===== config.mk =====
export PLATFORM = sky130hd
export DESIGN_NAME = pipeline_ctrl_flat
export DESIGN_NICKNAME = d
export VERILOG_FILES = /design/src/rtl/pipeline_ctrl_if.sv /design/src/rtl/pipeline_ctrl.sv /design/src/flat_wrapper.sv
export SDC_FILE = /design/constraint.sdc
export NUM_CORES = 1
export LEC_CHECK = 0
export CAP_MARGIN = 20
export CELL_PAD_IN_SITES_DETAIL_PLACEMENT = 1
export CELL_PAD_IN_SITES_GLOBAL_PLACEMENT = 1
export CORE_MARGIN = 3
export CORE_UTILIZATION = 21
export CTS_CLUSTER_DIAMETER = 30
export DETAILED_ROUTE_END_ITERATION = 10
export GPL_ROUTABILITY_DRIVEN = 0
export MAX_ROUTING_LAYER = met4
export PLACE_DENSITY_LB_ADDON = 0.1
export SYNTH_ARGS = -nofsm -noshare
export SYNTH_HDL_FRONTEND = slang
export SYNTH_SLANG_ARGS = --single-unit

===== constraint.sdc =====
create_clock -name clk -period 2.05 [get_ports clk]
set_clock_uncertainty 0.15 [all_clocks]
set_input_delay 0.41 -clock clk [delete_from_list [all_inputs] [get_ports clk]]
set_output_delay 0.41 -clock clk [all_outputs]
set_load 0.1 [all_outputs]

===== src/rtl/pipeline_ctrl_if.sv =====
// Hazard-controller bundle between the RV32 pipeline register bank and pipeline_ctrl.
// master = the controller side (drives stall/flush/selects), slave = the pipeline side.
interface pipeline_ctrl_if #(
  parameter int N_STAGES = 5,
  parameter int CNT_W    = 32
);
  logic [4:0]          rs1_d;
  logic [4:0]          rs2_d;
  logic [4:0]          rs1_e;
  logic [4:0]          rs2_e;
  logic [4:0]          rd_e;
  logic [4:0]          rd_m;
  logic [4:0]          rd_w;
  logic                we_e;
  logic                we_m;
  logic                we_w;
  logic                load_e;
  logic                branch_hit;
  logic                mul_start_e;
  logic                mul_busy;
  logic                dmem_req_m;
  logic                dmem_ack;
  logic [N_STAGES-1:0] stall;
  logic [N_STAGES-1:0] flush;
  logic [1:0]          r1_e_sel;
  logic [1:0]          r2_e_sel;
  logic                mul_go;
  logic                mul_timeout;
  logic [CNT_W-1:0]    stall_cycles;
  logic [CNT_W-1:0]    flush_events;

  modport master (
    input  rs1_d, rs2_d, rs1_e, rs2_e, rd_e, rd_m, rd_w,
    input  we_e, we_m, we_w, load_e, branch_hit, mul_start_e, mul_busy,
    input  dmem_req_m, dmem_ack,
    output stall, flush, r1_e_sel, r2_e_sel, mul_go, mul_timeout,
    output stall_cycles, flush_events
  );

  modport slave (
    output rs1_d, rs2_d, rs1_e, rs2_e, rd_e, rd_m, rd_w,
    output we_e, we_m, we_w, load_e, branch_hit, mul_start_e, mul_busy,
    output dmem_req_m, dmem_ack,
    input  stall, flush, r1_e_sel, r2_e_sel, mul_go, mul_timeout,
    input  stall_cycles, flush_events
  );
endinterface


===== src/rtl/pipeline_ctrl.sv =====
// Hazard/sequencing controller for the 5-stage RV32 pipeline (F D E M W).
// Optional performance counters are built only when PIPE_PERF_CNT_EN is defined.
//
// state    | meaning
// ---------+-----------------------------------------------------------
// RUN      | normal issue; launches multiplies, handles branch/load-use
// MUL_WAIT | multiply in flight; F/D/E held, watchdog counting down
// MUL_HOLD | multiply done but M is waiting on memory; no relaunch
module pipeline_ctrl #(
  parameter int N_STAGES    = 5,
  parameter int MUL_TIMEOUT = 64,
  parameter int CNT_W       = 32
) (
  input  logic            clk,
  input  logic            rst,
  pipeline_ctrl_if.master bus
);

  localparam int WD_W = (MUL_TIMEOUT > 2) ? $clog2(MUL_TIMEOUT) : 1;
  localparam logic [WD_W-1:0] WD_LOAD = WD_W'(MUL_TIMEOUT - 1);

  typedef enum logic [1:0] {
    RUN      = 2'd0,
    MUL_WAIT = 2'd1,
    MUL_HOLD = 2'd2
  } state_t;

  state_t              state;
  state_t              state_nxt;
  logic [WD_W-1:0]     wd_cnt;
  logic                mul_timeout_q;
  logic                mem_hold;
  logic                load_hit;
  logic                load_use;
  logic                launch;
  logic                abort;
  logic [N_STAGES-1:0] stall_raw;
  logic [N_STAGES-1:0] flush_raw;
  logic [N_STAGES-1:0] stall_o;
  logic [N_STAGES-1:0] flush_o;
  logic                unused_we_e;

  assign unused_we_e = bus.we_e;

  function automatic logic [1:0] fwd_sel(
    input logic [4:0] rs,
    input logic       we_m,
    input logic [4:0] rd_m,
    input logic       we_w,
    input logic [4:0] rd_w
  );
    if (rs == 5'd0)                 return 2'd0;
    else if (we_m && (rd_m == rs))  return 2'd1;
    else if (we_w && (rd_w == rs))  return 2'd2;
    else                            return 2'd0;
  endfunction

  assign mem_hold = bus.dmem_req_m && !bus.dmem_ack;
  assign load_hit = bus.load_e && (bus.rd_e != 5'd0) &&
                    ((bus.rd_e == bus.rs1_d) || (bus.rd_e == bus.rs2_d));

  always_comb begin
    stall_raw = '0;
    flush_raw = '0;
    state_nxt = state;
    launch    = 1'b0;
    abort     = 1'b0;
    load_use  = 1'b0;

    case (state)
      RUN: begin
        if (bus.mul_start_e) begin
          if (!mem_hold) begin
            launch         = 1'b1;
            stall_raw[2:0] = 3'b111;
            flush_raw[3]   = 1'b1;
            state_nxt      = MUL_WAIT;
          end
        end else if (bus.branch_hit) begin
          flush_raw[2:1] = 2'b11;
        end else if (load_hit) begin
          load_use       = 1'b1;
          stall_raw[1:0] = 2'b11;
          flush_raw[2]   = 1'b1;
        end
      end
      MUL_WAIT: begin
        if (bus.mul_busy) begin
          // Watchdog expiry: drop the multiply out of E and go back to issuing.
          if (wd_cnt == '0) begin
            abort          = 1'b1;
            stall_raw[1:0] = 2'b11;
            flush_raw[2]   = 1'b1;
            state_nxt      = RUN;
          end else begin
            stall_raw[2:0] = 3'b111;
            flush_raw[3]   = 1'b1;
          end
        end else begin
          state_nxt = mem_hold ? MUL_HOLD : RUN;
        end
      end
      MUL_HOLD: begin
        if (!mem_hold) state_nxt = RUN;
      end
      default: state_nxt = RUN;
    endcase

    if (mem_hold) begin
      stall_raw      = '0;
      stall_raw[3:0] = 4'b1111;
      flush_raw      = '0;
      flush_raw[4]   = 1'b1;
      load_use       = 1'b0;
    end
  end

  always_comb begin
    if (rst) begin
      stall_o      = '0;
      flush_o      = '1;
      bus.r1_e_sel = 2'd0;
      bus.r2_e_sel = 2'd0;
      bus.mul_go   = 1'b0;
    end else begin
      stall_o      = stall_raw & ~flush_raw;
      flush_o      = flush_raw;
      bus.r1_e_sel = fwd_sel(bus.rs1_e, bus.we_m, bus.rd_m, bus.we_w, bus.rd_w);
      bus.r2_e_sel = fwd_sel(bus.rs2_e, bus.we_m, bus.rd_m, bus.we_w, bus.rd_w);
      bus.mul_go   = launch;
    end
  end

  assign bus.stall       = stall_o;
  assign bus.flush       = flush_o;
  assign bus.mul_timeout = mul_timeout_q;

  // Watchdog is a down-counter; WD_LOAD is its cleared value.
  always_ff @(posedge clk) begin
    if (rst) begin
      state         <= RUN;
      wd_cnt        <= WD_LOAD;
      mul_timeout_q <= 1'b0;
    end else begin
      state <= state_nxt;
      if (launch)
        wd_cnt <= WD_LOAD;
      else if ((state == MUL_WAIT) && bus.mul_busy && (wd_cnt != '0))
        wd_cnt <= wd_cnt - 1'b1;
      if (abort)
        mul_timeout_q <= 1'b1;
    end
  end

`ifdef PIPE_PERF_CNT_EN
  logic [CNT_W-1:0] stall_cnt;
  logic [CNT_W-1:0] flush_cnt;

  always_ff @(posedge clk) begin
    if (rst) begin
      stall_cnt <= '0;
      flush_cnt <= '0;
    end else begin
      if (stall_o[0] && (stall_cnt != '1))
        stall_cnt <= stall_cnt + 1'b1;
      if ((flush_o[1] || load_use) && (flush_cnt != '1))
        flush_cnt <= flush_cnt + 1'b1;
    end
  end

  assign bus.stall_cycles = stall_cnt;
  assign bus.flush_events = flush_cnt;
`else
  assign bus.stall_cycles = '0;
  assign bus.flush_events = '0;
`endif

endmodule


===== src/flat_wrapper.sv =====
// flat-port wrapper written by rule: the top's interface ports become plain ports
module pipeline_ctrl_flat 
#(
  parameter int N_STAGES    = 5,
  parameter int MUL_TIMEOUT = 64,
  parameter int CNT_W       = 32
)
  (clk, rst, bus_rs1_d, bus_rs2_d, bus_rs1_e, bus_rs2_e, bus_rd_e, bus_rd_m, bus_rd_w, bus_we_e, bus_we_m, bus_we_w, bus_load_e, bus_branch_hit, bus_mul_start_e, bus_mul_busy, bus_dmem_req_m, bus_dmem_ack, bus_stall, bus_flush, bus_r1_e_sel, bus_r2_e_sel, bus_mul_go, bus_mul_timeout, bus_stall_cycles, bus_flush_events);
  pipeline_ctrl_if #(.N_STAGES(N_STAGES), .CNT_W(CNT_W)) bus_i ();
  input  logic clk;
  input  logic rst;
  input wire logic [$bits(bus_i.rs1_d)-1:0] bus_rs1_d;
  input wire logic [$bits(bus_i.rs2_d)-1:0] bus_rs2_d;
  input wire logic [$bits(bus_i.rs1_e)-1:0] bus_rs1_e;
  input wire logic [$bits(bus_i.rs2_e)-1:0] bus_rs2_e;
  input wire logic [$bits(bus_i.rd_e)-1:0] bus_rd_e;
  input wire logic [$bits(bus_i.rd_m)-1:0] bus_rd_m;
  input wire logic [$bits(bus_i.rd_w)-1:0] bus_rd_w;
  input wire logic [$bits(bus_i.we_e)-1:0] bus_we_e;
  input wire logic [$bits(bus_i.we_m)-1:0] bus_we_m;
  input wire logic [$bits(bus_i.we_w)-1:0] bus_we_w;
  input wire logic [$bits(bus_i.load_e)-1:0] bus_load_e;
  input wire logic [$bits(bus_i.branch_hit)-1:0] bus_branch_hit;
  input wire logic [$bits(bus_i.mul_start_e)-1:0] bus_mul_start_e;
  input wire logic [$bits(bus_i.mul_busy)-1:0] bus_mul_busy;
  input wire logic [$bits(bus_i.dmem_req_m)-1:0] bus_dmem_req_m;
  input wire logic [$bits(bus_i.dmem_ack)-1:0] bus_dmem_ack;
  output wire logic [$bits(bus_i.stall)-1:0] bus_stall;
  output wire logic [$bits(bus_i.flush)-1:0] bus_flush;
  output wire logic [$bits(bus_i.r1_e_sel)-1:0] bus_r1_e_sel;
  output wire logic [$bits(bus_i.r2_e_sel)-1:0] bus_r2_e_sel;
  output wire logic [$bits(bus_i.mul_go)-1:0] bus_mul_go;
  output wire logic [$bits(bus_i.mul_timeout)-1:0] bus_mul_timeout;
  output wire logic [$bits(bus_i.stall_cycles)-1:0] bus_stall_cycles;
  output wire logic [$bits(bus_i.flush_events)-1:0] bus_flush_events;
  assign bus_i.rs1_d = bus_rs1_d;
  assign bus_i.rs2_d = bus_rs2_d;
  assign bus_i.rs1_e = bus_rs1_e;
  assign bus_i.rs2_e = bus_rs2_e;
  assign bus_i.rd_e = bus_rd_e;
  assign bus_i.rd_m = bus_rd_m;
  assign bus_i.rd_w = bus_rd_w;
  assign bus_i.we_e = bus_we_e;
  assign bus_i.we_m = bus_we_m;
  assign bus_i.we_w = bus_we_w;
  assign bus_i.load_e = bus_load_e;
  assign bus_i.branch_hit = bus_branch_hit;
  assign bus_i.mul_start_e = bus_mul_start_e;
  assign bus_i.mul_busy = bus_mul_busy;
  assign bus_i.dmem_req_m = bus_dmem_req_m;
  assign bus_i.dmem_ack = bus_dmem_ack;
  assign bus_stall = bus_i.stall;
  assign bus_flush = bus_i.flush;
  assign bus_r1_e_sel = bus_i.r1_e_sel;
  assign bus_r2_e_sel = bus_i.r2_e_sel;
  assign bus_mul_go = bus_i.mul_go;
  assign bus_mul_timeout = bus_i.mul_timeout;
  assign bus_stall_cycles = bus_i.stall_cycles;
  assign bus_flush_events = bus_i.flush_events;
  pipeline_ctrl #(.N_STAGES(N_STAGES), .MUL_TIMEOUT(MUL_TIMEOUT), .CNT_W(CNT_W)) u_core (.clk(clk), .rst(rst), .bus(bus_i));
endmodule

# Word-level counts from Yosys, hierarchy flattened
# Index checks and enable logic that the tools add are counted.
[word_totals]
output_inout_bits = 80
in_bits = 46
reg_bits = 9
wordCells = 77
[op_classes]
n_eq_ne = 12
mux = 40
n_reduce_logical = 19
addsub = 1
bitwise_logic = 2
[op_table]
columns = ["operator", "count"]
rows = [
  ["$mux W2", 19],
  ["$eq A5 B5 Y1", 6],
  ["$mux W5", 3],
  ["$mux W1", 13],
  ["$logic_not A5 Y1", 2],
  ["$logic_and A1 B1 Y1", 9],
  ["$logic_not A6 Y1", 1],
  ["$ne A2 B2 Y1 const B", 3],
  ["$pmux W2 S3", 1],
  ["$pmux W3 S2", 1],
  ["$reduce_bool A6 Y1", 1],
  ["$sub A6 B1 Y6 const B", 1],
  ["$and A4 B5 Y5", 1],
  ["$not A5 Y5", 1],
  ["$reduce_bool A5 Y1", 1],
  ["$mux W4", 1],
  ["$pmux W2 S2", 1],
  ["$reduce_and A4 Y1", 1],
  ["$mux W3", 1],
  ["$ne A3 B2 Y1 const B", 1],
  ["$eq A2 B1 Y1 const B", 1],
  ["$eq A2 B2 Y1 const B", 1],
  ["$logic_not A2 Y1", 1],
  ["$reduce_or A2 Y1", 1],
  ["2 further kinds", 2],
]

# Longest topological paths before layout
# Gate-level depths: netlist of the first run.
[logic_depth]
ltp_word = 11
ltp_mapped = 7
depth_no_buf = 7

# Worst setup path after synthesis of the first run
# Ideal clock, no wire load.
[synth_path]
kind = "input -> output"
startpoint = "input port bus_rd_m[0]"
endpoint = "output port bus_r1_e_sel[0]"
arrival_ps = 3001
path_stages = 4
path_buffers = 0
required_time_ps = 1490
setup_slack_ps = -1511
path_cell_list = "xor2_1 > nor4_1 > nand3_1 > nor3_1"
[synth_between]
elab_chain_len = 5
[synth_lines]
columns = ["item", "line", "rtl"]
rows = [
  ["start, declared", "flat_wrapper.sv:17", "input wire logic [$bits(bus_i.rd_m)-1:0] bus_rd_m;"],
  ["$eq A5 B5 Y1", "pipeline_ctrl.sv:53", "else if (we_m && (rd_m == rs)) return 2'd1;"],
  ["$logic_and A1 B1 Y1", "pipeline_ctrl.sv:53", ""],
  ["$mux W2", "pipeline_ctrl.sv:53", ""],
  ["$mux W2", "pipeline_ctrl.sv:52", "if (rs == 5'd0) return 2'd0;"],
  ["$mux W2", "pipeline_ctrl.sv:119", "if (rst) begin"],
  ["end, declared", "flat_wrapper.sv:30", "output wire logic [$bits(bus_i.r1_e_sel)-1:0] bus_r1_e_sel;"],
]
# No other way between the ends.

# Worst setup path after layout of the first run
[layout_path]
startpoint = "register u_core.wd_cnt[3]"
endpoint = "output port bus_flush[2]"
[layout_between]
elab_chain_len = 6
[layout_lines]
columns = ["item", "line", "rtl"]
rows = [
  ["start, declared", "pipeline_ctrl.sv:30", "logic [WD_W-1:0] wd_cnt;"],
  ["start signal, assigned", "pipeline_ctrl.sv:149", "wd_cnt <= wd_cnt - 1'b1;"],
  ["$logic_not A6 Y1", "pipeline_ctrl.sv:90", "if (wd_cnt == '0) begin"],
  ["$mux W1", "pipeline_ctrl.sv:90", ""],
  ["$mux W2", "pipeline_ctrl.sv:88", "if (bus.mul_busy) begin"],
  ["$pmux W2 S2", "pipeline_ctrl.sv:70", "case (state)"],
  ["$mux W5", "pipeline_ctrl.sv:109", "if (mem_hold) begin"],
  ["$mux W5", "pipeline_ctrl.sv:119", ""],
  ["end, declared", "flat_wrapper.sv:29", "output wire logic [$bits(bus_i.flush)-1:0] bus_flush;"],
]
# No other way between the ends.

==> results.yml, run 1 <==
global_routing:
  overflow: 0
  grt_max_degree: 9
  grtUsageTotal_pct: 11.80
  grt_pass1_vias: 1477
  grt_pass1_wl_mm: 7.072
  antenna_found_initial: 0
timing:
  rsz0062_at_grt: "yes"
  finalCriticalPeriod_ps: 2243
  hold_violations: 0
  layout_worst_path_cycle_share_pct: 109.4
  layout_setup_ws_ps: -193.4
  finalMaxSlewViolations: 0
  clock.fmax_mhz: 445.7
  fin_setup_tns_ps: -1032
  setup_viol: 9
synthesis:
  avgSynthCellArea_um2: 7.527
  yosysUniqueCellTypes: 33
  synth_edf_count: 0
  yosys_warnings: 0
  synth_top_area_share_pct: 34.46
  synthArstFlopShare_pct: 0
  yosys-top-cells-count: "buf_4, xor2_1, xnor2_1"
  synth_seq_area_share_pct: 12.53
  synth_flop_cell: "dfxtp_1"
  netlist_area_um2: 1438
  ys_ff_latch: 9
  synth.area.top_cells: "buf_4, dfxtp_1, xor2_1, xnor2_1, nand2_1"
  netlist.top_cell.by_area: "buf_4"
  synthCells: 191
  yosysMostFrequentCell: "buf_4"
clocking:
  h-tree-depth: 1
  clock-sinks: 9
  cts_buffer_depth: 2
  cts_buffers: 3
  cts_tree: "yes"
  root_buffer: "clkbuf_8"
  clkLatencyLatePin_ps: 230
  clkTransAtPathRegs_ps: 40
floorplanning:
  std_cell_rows: 29
  dieArea_um2: 7875
  core-area_um2: 6495
  die_width_um: 88.74
  dieHeight_um: 88.74
  start_util_pct: 22.13
  io_pins: 126
power_and_ir_drop:
  ir_worst_vdd_v: 0.0002342
  totalPowerFinal_mw: 1.461
  p_per_area_nw_per_um2: 513.6
  p_leak_nw: 1.312
critical_path:
  end_kind: "primary output"
  worstPathRequired_ps: 1490
  startpoint: "u_core.wd_cnt[3]$_SDFFE_PP1P_"
  start_kind: "register"
  crit_buf_inv: 1
  cp_max_fo: 2
  crit_chain: "or3_4, nor2_2, nand2_1, a21o_1, a31oi_4, buf_12"
  cp.arrival_ps: 1680
  reg2reg_from: "u_core.wd_cnt[3]$_SDFFE_PP1P_"
  path_delay_family: "simple AND/OR/NAND/NOR gates"
  crit_type: "register to primary output"
  r2r_slack_ps: 150
  critPathSlowestCell: "or3_4"
  critical_path.max_stage_delay_ps: 400
final_layout:
  fin_nets: 353
  multi_input_area_um2: 1316
  syn2layout_area_growth_pct: 97.82
  final_core_util_pct: 43.79
  register_area_um2: 181.4
  fill_cells: 758
  drive_gt1_share_pct: 51.15
  diodes: 0
  postLayoutCellArea_um2: 2844
drt:
  wl_per_cell_um: 11.98
  viasPerCell: 3.832
  drcViolationCount: 0
  dr.pass1.iters: 3
  route.vias.total: 1464
  drt_iter0_markers: 14
  postRouteAntennaNets: 0
  drt-total-wl_mm: 4.578
job:
  cap_viol_max_count: 0
placement:
  preCtsSetupSlack_ps: -604.5
  hpwl_mm: 4.015
  placed_area_um2: 2555
  portBuffers: 59
run_status:
  violations: "setup timing"
  status: "complete, but fails checks"
min_path:
  hold_start: "u_core.bus.mul_timeout$_SDFFE_PP0N_"
  worstHoldPathType: "register to register"
-- worst register-to-register path, delay by kind of cell (launching register included) --
kind	cells	cell delay (ps)
buffers and inverters	4	530
and+or+nand+nor	3	510
DFF	1	310
AOI/OAI and AO/OA	1	170
xor gates and xnor gates	1	140
-- flip-flops by register name, indices dropped and copies added (netlist names) --
register,count
u_core.state,2
u_core.bus.mul_timeout,1
u_core.wd_cnt,6
-- report_power, final --
group	switching (mW)	total [mW]	internal (mW)	leakage, nW
logic	0.803	1.07	0.270	1.22
registers	0.00243	0.181	0.179	0.0726
clock network	0.0710	0.207	0.136	0.0228
total	0.876	1.46	0.584	1.31
-- cells in the final DEF (no fill, tap or decap), drive strengths merged, types with 2 or more instances in the layout --
cell type / n
nor3: 7
a21o: 2
o211ai: 2
nor2: 12
a31oi: 3
nor4b: 2
nand2: 11
conb: 65
o22ai: 3
nor4: 5
clkbuf: 5
clkdlybuf4s15: 6
nand2b: 3
dfxtp: 9
clkdlybuf4s50: 4
xnor2: 12
buf: 93
inv: 7
nand3: 6
a21oi: 3
or4: 3
dlygate4sd2: 12
xor2: 20
-- final cells by class --
class | count | area share [%]
timing repair buffer | 116 | 41.44
inverter | 7 | 0.9239
tap | 77 | 3.388
multi-input combinational | 169 | 46.28
sequential | 9 | 6.379
clock buffer | 4 | 1.584
-- path summary, 6_finish.rpt --
| path | end | cells after the start |
|---|---|---|
| min reg2reg | u_core.bus.mul_timeout$_SDFFE_PP0N_ | 2 |
| max reg2reg | u_core.wd_cnt[5]$_SDFFE_PP1P_ | 9 |
| min | u_core.bus.mul_timeout$_SDFFE_PP0N_ | 2 |
| max | bus_flush[2] | 6 |
-- layer usage --
| metal | up-vias | GRT usage (%) | share of wire (%) |
|---|---|---|---|
| met5 | - | - | 0 |
| met4 | 0 | 2.060 | 0.59 |
| met3 | 2 | 2.793 | 9.6 |
| met2 | 81 | 19.70 | 49 |
| met1 | 655 | 14.60 | 41 |
| li1 | 726 | - | - |
-- logic make-up (layout without fill, tap and decap cells) --
family	Yosys count	count (layout)	synth area share, %
AO/OA/AOI/OAI	17	17	8.703
other	1	65	0.2608
XOR/XNOR	32	32	19.50
AND/OR/NAND/NOR	54	54	20.71
flip-flops	9	9	12.53
buffers and inverters	77	127	37.42
adder cells (fa/ha/maj)	1	1	0.8702
-- per-stage QoR --
step	instances	hold WS (ps)
2_1_floorplan	255	317.1
3_3_place_gp	370	334.9
3_5_place_dp	370	329.7
4_1_cts	380	336.8
5_1_grt	382	361.1
6_report	382	329.9
-- timing repair --
| action | 4_1_cts | 5_1_grt |
|---|---|---|
| buffers inserted | 6 | 2 |
| hold buffers | 0 | 0 |
| setup endpoints to repair | 12 | 9 |
| pin swaps | 43 | 23 |
| gates resized for setup | 152 | 29 |
Note: power is estimated with default switching activity, not from simulation.
==> run 2: changes to the inputs <==
--- a/config.mk
+++ b/config.mk
@@ -13,6 +13,7 @@
 export CTS_CLUSTER_DIAMETER = 30
 export DETAILED_ROUTE_END_ITERATION = 10
 export GPL_ROUTABILITY_DRIVEN = 0
+export HOLD_SLACK_MARGIN = 0.06
 export MAX_ROUTING_LAYER = met4
 export PLACE_DENSITY_LB_ADDON = 0.1
 export SYNTH_ARGS = -nofsm -noshare
==> results of run 2 <==
Same layout as run 1: the final DEF is identical, and so are final timing and power.
